===== src/rtl/pll_lock_sequencer.sv =====
// ============================================================================
// Module   : pll_lock_sequencer
// Purpose  : Power-up / relock sequencer for the iCE40UP PLL_CORE. Optional
//            build macro PLL_SEQ_BYPASS_ON_FAIL_EN runs the design from the
//            bypassed reference clock once all lock attempts fail.
// Revision : 1.0 - initial release
// ============================================================================
`default_nettype none

module pll_lock_sequencer #(
  parameter int CNT_W               = 16,
  parameter int RESET_HOLD_CYCLES   = 16,
  parameter int LOCK_TIMEOUT_CYCLES = 50000,
  parameter int LOCK_STABLE_CYCLES  = 256,
  parameter int MAX_RETRIES         = 3
) (
  input  logic       REFERENCECLK,
  input  logic       RESET,
  input  logic       ENABLE,
  input  logic       PLL_LOCK,
  output logic       PLL_RESETB,
  output logic       PLL_BYPASS,
  output logic       CLK_READY,
  output logic       SYS_RESET,
  output logic       FAULT,
  output logic [2:0] STATE,
  output logic [1:0] RETRY_CNT
);

  typedef enum logic [2:0] {
    ST_IDLE      = 3'd0,
    ST_HOLD      = 3'd1,
    ST_WAIT_LOCK = 3'd2,
    ST_STABLE    = 3'd3,
    ST_RUN       = 3'd4,
    ST_FAIL      = 3'd5
  } state_t;

  localparam logic [CNT_W-1:0] C_HOLD_LAST    = CNT_W'(RESET_HOLD_CYCLES - 1);
  localparam logic [CNT_W-1:0] C_TIMEOUT_LAST = CNT_W'(LOCK_TIMEOUT_CYCLES - 1);
  localparam logic [CNT_W-1:0] C_STABLE_LAST  = CNT_W'(LOCK_STABLE_CYCLES - 1);
  localparam logic [CNT_W-1:0] C_CNT_ONE      = CNT_W'(1);
  localparam logic [1:0]       C_RETRY_MAX    = 2'(MAX_RETRIES);

  state_t           state;
  state_t           state_next;
  logic [CNT_W-1:0] cnt;
  logic [CNT_W-1:0] cnt_next;
  logic [1:0]       retry;
  logic [1:0]       retry_next;
  logic             lock_meta;
  logic             lock_s;

  // PLL LOCK is asynchronous to REFERENCECLK
  always_ff @(posedge REFERENCECLK or posedge RESET) begin
    if (RESET) begin
      lock_meta <= 1'b0;
      lock_s    <= 1'b0;
    end else begin
      lock_meta <= PLL_LOCK;
      lock_s    <= lock_meta;
    end
  end

  always_ff @(posedge REFERENCECLK or posedge RESET) begin
    if (RESET) begin
      state <= ST_IDLE;
      cnt   <= '0;
      retry <= 2'd0;
    end else begin
      state <= state_next;
      cnt   <= cnt_next;
      retry <= retry_next;
    end
  end

  always_comb begin
    state_next = state;
    cnt_next   = cnt;
    retry_next = retry;
    case (state)
      ST_IDLE: begin
        cnt_next   = '0;
        retry_next = 2'd0;
        state_next = ST_HOLD;
      end
      ST_HOLD: begin
        if (cnt == C_HOLD_LAST) begin
          state_next = ST_WAIT_LOCK;
          cnt_next   = '0;
        end else begin
          cnt_next = cnt + C_CNT_ONE;
        end
      end
      ST_WAIT_LOCK: begin
        if (lock_s) begin
          state_next = ST_STABLE;
          cnt_next   = '0;
        end else if (cnt == C_TIMEOUT_LAST) begin
          cnt_next = '0;
          if (retry < C_RETRY_MAX) begin
            state_next = ST_HOLD;
            retry_next = retry + 2'd1;
          end else begin
            state_next = ST_FAIL;
          end
        end else begin
          cnt_next = cnt + C_CNT_ONE;
        end
      end
      ST_STABLE: begin
        // A lock dropout restarts the wait without spending a retry
        if (!lock_s) begin
          state_next = ST_WAIT_LOCK;
          cnt_next   = '0;
        end else if (cnt == C_STABLE_LAST) begin
          state_next = ST_RUN;
          cnt_next   = '0;
          retry_next = 2'd0;
        end else begin
          cnt_next = cnt + C_CNT_ONE;
        end
      end
      ST_RUN: begin
        cnt_next   = '0;
        retry_next = 2'd0;
        if (!lock_s) begin
          state_next = ST_HOLD;
        end
      end
      ST_FAIL: begin
        cnt_next = '0;
      end
      default: begin
        state_next = ST_IDLE;
        cnt_next   = '0;
        retry_next = 2'd0;
      end
    endcase
    if (!ENABLE) begin
      state_next = ST_IDLE;
      cnt_next   = '0;
      retry_next = 2'd0;
    end
  end

  assign STATE      = state;
  assign RETRY_CNT  = retry;
  assign FAULT      = (state == ST_FAIL);
  assign PLL_RESETB = (state == ST_WAIT_LOCK) || (state == ST_STABLE) || (state == ST_RUN);

`ifdef PLL_SEQ_BYPASS_ON_FAIL_EN
  // After exhausting retries, fall back to the reference clock through bypass
  assign PLL_BYPASS = (state == ST_FAIL);
  assign CLK_READY  = (state == ST_RUN) || (state == ST_FAIL);
  assign SYS_RESET  = !((state == ST_RUN) || (state == ST_FAIL));
`else
  assign PLL_BYPASS = 1'b0;
  assign CLK_READY  = (state == ST_RUN);
  assign SYS_RESET  = (state != ST_RUN);
`endif

endmodule

`default_nettype wire


===== config.mk =====
export PLATFORM = sky130hd
export DESIGN_NAME = pll_lock_sequencer
export DESIGN_NICKNAME = d
export VERILOG_FILES = /design/src/rtl/pll_lock_sequencer.sv
export SDC_FILE = /design/constraint.sdc
export NUM_CORES = 1
export LEC_CHECK = 0
export CAP_MARGIN = 20
export CORE_ASPECT_RATIO = 1.75
export CORE_MARGIN = 2
export CORE_UTILIZATION = 40
export DETAILED_ROUTE_END_ITERATION = 12
export MAX_ROUTING_LAYER = met4
export PLACE_DENSITY = 0.67
export SLEW_MARGIN = 20
export SYNTH_ARGS = -nofsm -noshare
export SYNTH_HDL_FRONTEND = slang
export SYNTH_SLANG_ARGS = --single-unit

===== constraint.sdc =====
create_clock -name REFERENCECLK -period 2.3 [get_ports REFERENCECLK]
set_input_delay 0.575 -clock REFERENCECLK [delete_from_list [all_inputs] [get_ports REFERENCECLK]]
set_output_delay 0.575 -clock REFERENCECLK [all_outputs]
set_load 0.03 [all_outputs]

==> reports/summary.txt, run 1 <==
Post-detailed-placement half-perimeter wirelength -> 1940 um
Status -> completed
CTS tree -> done
Ant. Diodes -> 0
RR Startpoint -> cnt[12]
CP startpoint kind -> flop
Critical Path Sink Type -> flop
Cell Area, Synth -> 0.00129 sq mm
Final wirelength -> 2490 um
Post-route DRC -> 0
Nets -> 165
Total negative setup slack -> 0 ps
Routed WL per cell -> 12.4 um
Worst Skew -> 3.18 ps
Yosys cell types -> 36
Minimum clock period -> 2090 ps
EDFF count, synth -> 0
Comb pwr share -> 36.6%
Mapped Nets -> 147
Largest net degree at the start of global routing -> 24
Die height -> 79.2 um
Critical Path, Cell by Cell -> or4_1 > nand2b_4 > o31ai_4 > a311o_2 > nor2_1
Worst rel slew slack -> 61.7%
Clk_lat worst skew -> 260 ps
Area Growth Syn to Fin -> 18.4%
Flops & latches, synth -> 23
Setup bufs post-CTS -> 0
Max-Cap Viols -> 0
RSZ-0062 raised after global routing -> no
Setup Viol. Count Final -> 0
Biggest cell delay along the critical path -> 590 ps
DR vias -> 1,017
Syn avg cell area -> 9.17 sq um
Post-synthesis sequential area ratio -> 44.5%
PortBufs -> 12
Hold Crit Start -> lock_meta
Final period util -> 90.7%
Placed Area -> 0.00149 sq mm
Clock Power Share -> 21.4%
Post-Layout Inst Area -> 0.00153 sq mm
First-pass GRT wire length -> 4300 um
Vias in the first global route -> 1,006
Initial drt markers -> 21
Share of cells above drive strength 1 -> 9.49%
Final Hold Slack -> 358 ps
Max Fanout on Critical Path -> 16
Peak supply drop -> 0.000382 V
CP arrival -> 2220 ps
Top-area cell type share of the netlist area -> 44.5%
Grt total ovfl -> 0
Clk sinks -> 23
P_leak -> 0.641 nW
Antenna violations before repair -> 0
First-pass DRT Iterations -> 4
CP max-delay cell -> or4_1
Net Sw Power -> 0.000401 W
# rows -> 27
Fin. Hold Viols -> 0
Synth top cells by count -> 23 x dfrtp_1, 23 x nor2_1, 12 x nand2_1, 12 x nand3_1, 8 x xnor2_1
Inst Count DP -> 197
Worst setup path class -> reg -> reg
Clock tree buffer depth -> 2
Ys Warns -> 0
Async S/R FF share, synth -> 100%
Non-filler cells, final -> 201
Top FF cell, synth -> dfrtp_1
Pwr/cell area -> 736 mW/mm^2
Die Span X -> 47.0 um
Worst-path clk slew -> 80 ps
Antenna Violating Nets Remaining -> 0
Net Sw Frac -> 35.6%
Cells after synthesis -> 141
Fillers -> 321
Io pins -> 14
Total CTS buffers -> 3
Placer Congestion -> 0.808
Reg power frac -> 42.0%
Worst Setup SP -> cnt[12]
Final Max Tran Viols -> 0
Final Util -> 49.2%
Internal power consumption -> 0.000725 W
Min-delay worst type -> reg -> reg
Post-synth top area cell -> dfrtp_1
Core Region -> 0.00311 sq mm
Fmax -> 479 MHz
Clock H-tree levels -> 1
Worst Tran Pin Value -> 570 ps
Initial core utilization -> 41.6%
Vias per inst -> 5.06
Die ar. -> 0.00372 sq mm
Total track usage -> 15.9%
Synth area leaders -> dfrtp_1 45%, nor2_1 6.7%, xnor2_1 5.4%
WP data required -> 2430 ps
CTS root buffer -> clkbuf_8
## cell families after synthesis
| group | count (synthesis) | share of synthesized area (%) |
|---|---|---|
| AND/OR/NAND/NOR | 72 | 27.5 |
| flip-flops | 23 | 44.5 |
| AO/OA/AOI/OAI | 15 | 9.78 |
| XOR/XNOR | 15 | 10.2 |
| buffers and inverters | 10 | 3.48 |
| multiplexers | 3 | 2.32 |
| adder cells (fa/ha/maj) | 2 | 1.94 |
| other | 1 | 0.290 |
## worst paths after layout
| path | to | slack (ps) | depth (start not counted) |
|---|---|---|---|
| min | lock_s | 360 | 0 |
| min in group asynchronous | lock_s | 640 | 3 |
| max in group asynchronous | STATE[1] | 1410 | 3 |
| min reg2reg | lock_s | 360 | 0 |
| max reg2reg | cnt[11] | 210 | 5 |
| max | cnt[11] | 210 | 5 |
## power groups by stage
stage / registers (W) / logic, W / clock network, W
floorplan: 0.000502 / 0.000271 / 0
global placement: 0.000477 / 0.000420 / 0
detailed placement: 0.000480 / 0.000422 / 0
CTS: 0.000472 / 0.000416 / 0.000253
global route: 0.000479 / 0.000451 / 0.000267
finish: 0.000473 / 0.000412 / 0.000241
## registers in the layout, indices dropped and copies added (netlist names)
| name | count |
|---|---|
| RETRY_CNT | 2 |
| STATE | 3 |
| cnt | 16 |
| lock_meta | 1 |
| lock_s | 1 |
## cell type report
cell class              count  area, sq um  area share [%]
flip-flops and latches     23          577            37.7
clock buffers               4         45.0            2.94
repair buffers             18          164            10.7
multi-input cells         108          672            43.9
inverters                   5         18.8            1.23
well taps                  43         53.8            3.52
## layout by cell type, fill, tap and decap left out, types with 3 or more instances in the layout
cell type and instances:
nor2_1 23, dfrtp_1 22, nand2_1 12, nand3_1 12
xnor2_1 8, clkdlybuf4s50_1 8, xor2_1 7, buf_4 6
inv_1 5, nor3_1 5, nor2b_1 3, nand2b_1 3
and3_1 3, o21ai_0 3, mux2i_1 3, clkbuf_8 3
dlygate4sd2_1 3
## per-stage QoR
| stage | power, W | setup WS [ps] |
|---|---|---|
| finish | 0.00113 | 214 |
| floorplan | 0.000773 | 227 |
| global placement | 0.000897 | 207 |
| CTS | 0.00114 | 8.40 |
| detailed placement | 0.000902 | 207 |
| global route | 0.00120 | 113 |
## what timing repair did
item	4_1_cts	5_1_grt
setup endpoints to repair	3	1
hold endpoints to repair	0	0
resized for setup	3	2
hold buffers	0	0
## critical path, delay by kind of cell, from the launching register on
kind,cells,cell delay (ps)
and+or+nand+nor,3,890
AOI/OAI and AO/OA,2,660
DFF,1,410
## metal layers
metal	global-route usage [%]	vias to the layer above	wire length, um
met1	16.8	485	981
met4	4.17	0	20
met5	-	-	0
met2	29.2	19	1430
met3	2.05	2	58
li1	-	511	-
Note: power is estimated with default switching activity, not from simulation.
==> run 2: changes to the inputs <==
--- a/config.mk
+++ b/config.mk
@@ -9,6 +9,7 @@
 export CORE_ASPECT_RATIO = 1.75
 export CORE_MARGIN = 2
 export CORE_UTILIZATION = 40
+export CTS_BUF_LIST = sky130_fd_sc_hd__clkbuf_4 sky130_fd_sc_hd__clkbuf_8
 export DETAILED_ROUTE_END_ITERATION = 12
 export MAX_ROUTING_LAYER = met4
 export PLACE_DENSITY = 0.67
==> run 2 against run 1 <==
  * Utilization grew 0.12 points
  * Sequential share of layout area shrank 0.092 points
  * Combinational power is essentially flat
  * Critical path depth is the same
  * Sequential cell count is the same
  * Clock skew is essentially flat
  * Largest power group unchanged
  * Maximum frequency is essentially flat
  * Cell area grew 0.25%
  * Total power grew 1.3%
==> reports/summary.txt, run 2 (synthesized netlist as in run 1, its figures left out) <==
First-pass GRT wire length -> 4330 um (was 4300 um)
Pwr/cell area -> 744 mW/mm^2 (was 736 mW/mm^2)
CP startpoint kind -> flop (unchanged)
Final wirelength -> 2500 um (was 2490 um)
Antenna violations before repair -> 0 (unchanged)
Final period util -> 90.7% (about the same)
Worst rel slew slack -> 61.4% (was 61.7%)
Status -> completed (unchanged)
Area Growth Syn to Fin -> 18.7% (was 18.4%)
Clk_lat worst skew -> 260 ps (about the same)
Grt total ovfl -> 0 (unchanged)
Placer Congestion -> 0.808 (unchanged)
Total CTS buffers -> 3 (unchanged)
Routed WL per cell -> 12.4 um (about the same)
CTS root buffer -> clkbuf_8 (unchanged)
Post-route DRC -> 0 (unchanged)
Worst path buffer plus inverter count -> 0 (unchanged)
Area of the multi-input gates -> 672 sq um (unchanged)
Worst-path clk slew -> 80 ps (about the same)
Biggest cell delay along the critical path -> 590 ps (about the same)
RR Startpoint -> cnt[12] (unchanged)
Total chip power -> 0.00114 W (was 0.00113 W)
Min-delay worst type -> reg -> reg (unchanged)
Core Region -> 0.00311 sq mm (unchanged)
# rows -> 27 (unchanged)
CTS tree -> done (unchanged)
Total negative setup slack -> 0 ps (unchanged)
Register area -> 577 sq um (unchanged)
Fillers -> 323 (was 321)
Inst Count DP -> 197 (unchanged)
Io pins -> 14 (unchanged)
Post-detailed-placement half-perimeter wirelength -> 1940 um (unchanged)
Vias in the first global route -> 1,007 (was 1,006)
Clk sinks -> 23 (unchanged)
CP max-delay cell -> or4_1 (unchanged)
Worst Tran Pin Value -> 574 ps (was 570 ps)
Max reg flops -> 16 (unchanged)
Post-Layout Inst Area -> 0.00153 sq mm (about the same)
Vias per inst -> 5.04 (was 5.06)
Setup bufs post-CTS -> 0 (unchanged)
Antenna Violating Nets Remaining -> 0 (unchanged)
First-pass DRT Iterations -> 4 (unchanged)
Commonest cells after routing, fill and taps aside -> 23 x nor2_1, 22 x dfrtp_1, 12 x nand2_1, 12 x nand3_1 (unchanged)
Peak supply drop -> 0.000491 V (was 0.000382 V)
Fin. Hold Viols -> 0 (unchanged)
Minimum clock period -> 2090 ps (about the same)
Clock tree buffer depth -> 2 (unchanged)
Die Span X -> 47.0 um (unchanged)
Worst Skew -> 3.64 ps (was 3.18 ps)
Setup Viol. Count Final -> 0 (unchanged)
Non-filler cells, final -> 201 (unchanged)
Nets -> 165 (unchanged)
WP data required -> 2440 ps (was 2430 ps)
Max-Cap Viols -> 0 (unchanged)
Max Fanout on Critical Path -> 16 (unchanged)
Critical Path Sink Type -> flop (unchanged)
Clock H-tree levels -> 1 (unchanged)
Ant. Diodes -> 0 (unchanged)
Critical Path, Cell by Cell -> or4_1 > nand2b_4 > o31ai_4 > a311o_2 > nor2_1 (unchanged)
Final Max Tran Viols -> 0 (unchanged)
Worst setup path class -> reg -> reg (unchanged)
PortBufs -> 12 (unchanged)
Placed Area -> 0.00149 sq mm (unchanged)
CP arrival -> 2230 ps (was 2220 ps)
Die ar. -> 0.00372 sq mm (unchanged)
Cts hold-fix bufs -> 0 (unchanged)
Die height -> 79.2 um (unchanged)
Largest net degree at the start of global routing -> 24 (unchanged)
Initial drt markers -> 25 (was 21)
Initial core utilization -> 41.6% (unchanged)
Commonest non-fill, non-tap cell in the layout -> nor2_1 (unchanged)
Largest Register -> cnt (unchanged)
Share of cells above drive strength 1 -> 10.1% (was 9.49%)
Delay-heaviest family, CP -> simple AND/OR/NAND/NOR gates (unchanged)
P_leak -> 0.644 nW (was 0.641 nW)
DR vias -> 1,014 (was 1,017)
Total track usage -> 16.4% (was 15.9%)
Final Util -> 49.4% (was 49.2%)
Worst Setup SP -> cnt[12] (unchanged)
Fmax -> 479 MHz (about the same)
Hold Crit Start -> lock_meta (unchanged)
RSZ-0062 raised after global routing -> no (unchanged)
## run 2: cell count changes in the layout (fill, tap and decap cells not counted)
cell,change
clkbuf_4,+1
clkbuf_1,-1
## run 2: worst paths after layout
check / cells past startpoint / endpoint / slack [ps]
min in group asynchronous: 3 / lock_s / 640
hold / removal: 0 / lock_s / 360
setup reg to reg: 5 / cnt[12] / 210
setup / recovery: 5 / cnt[12] / 210
hold reg to reg: 0 / lock_s / 360
max in group asynchronous: 3 / STATE[1] / 1410
## run 2: power breakdown
group	internal [W]	total (W)	switching [W]
Combinational	0.000169	0.000411	0.000242
Clock	0.000135	0.000257	0.000121
Sequential	0.000432	0.000473	0.0000402
## run 2: through the flow
step | hold WS, ps | setup slack [ps]
6_report | 357 | 214
5_1_grt | 372 | 108
4_1_cts | 364 | 2.80
3_5_place_dp | 346 | 207
3_3_place_gp | 334 | 207
2_1_floorplan | 331 | 227
## run 2: worst reg2reg max path: cells and delay by family (launching register included)
| family | cells | cell delay (ps) |
|---|---|---|
| simple gates | 3 | 900 |
| compound gates | 2 | 660 |
| flops | 1 | 410 |
## run 2: cell type report
class	count	share of cell area [%]
inverter	5	1.22
tap	43	3.51
sequential	23	37.6
clock buffer	4	3.18
timing repair buffer	18	10.7
multi-input combinational	108	43.8
## run 2: layer usage
metal	global-route usage, %	share of wire (%)
met2	29.7	57
met3	2.05	2.1
met1	16.5	39
met4	6.67	2.0
met5	-	0
## run 2: what timing repair did
item | in CTS | in global routing
hold endpoints to repair | 0 | 0
gates cloned | 0 | 0
pin swaps | 0 | 0
setup endpoints to repair | 3 | 1
resized for setup | 3 | 2
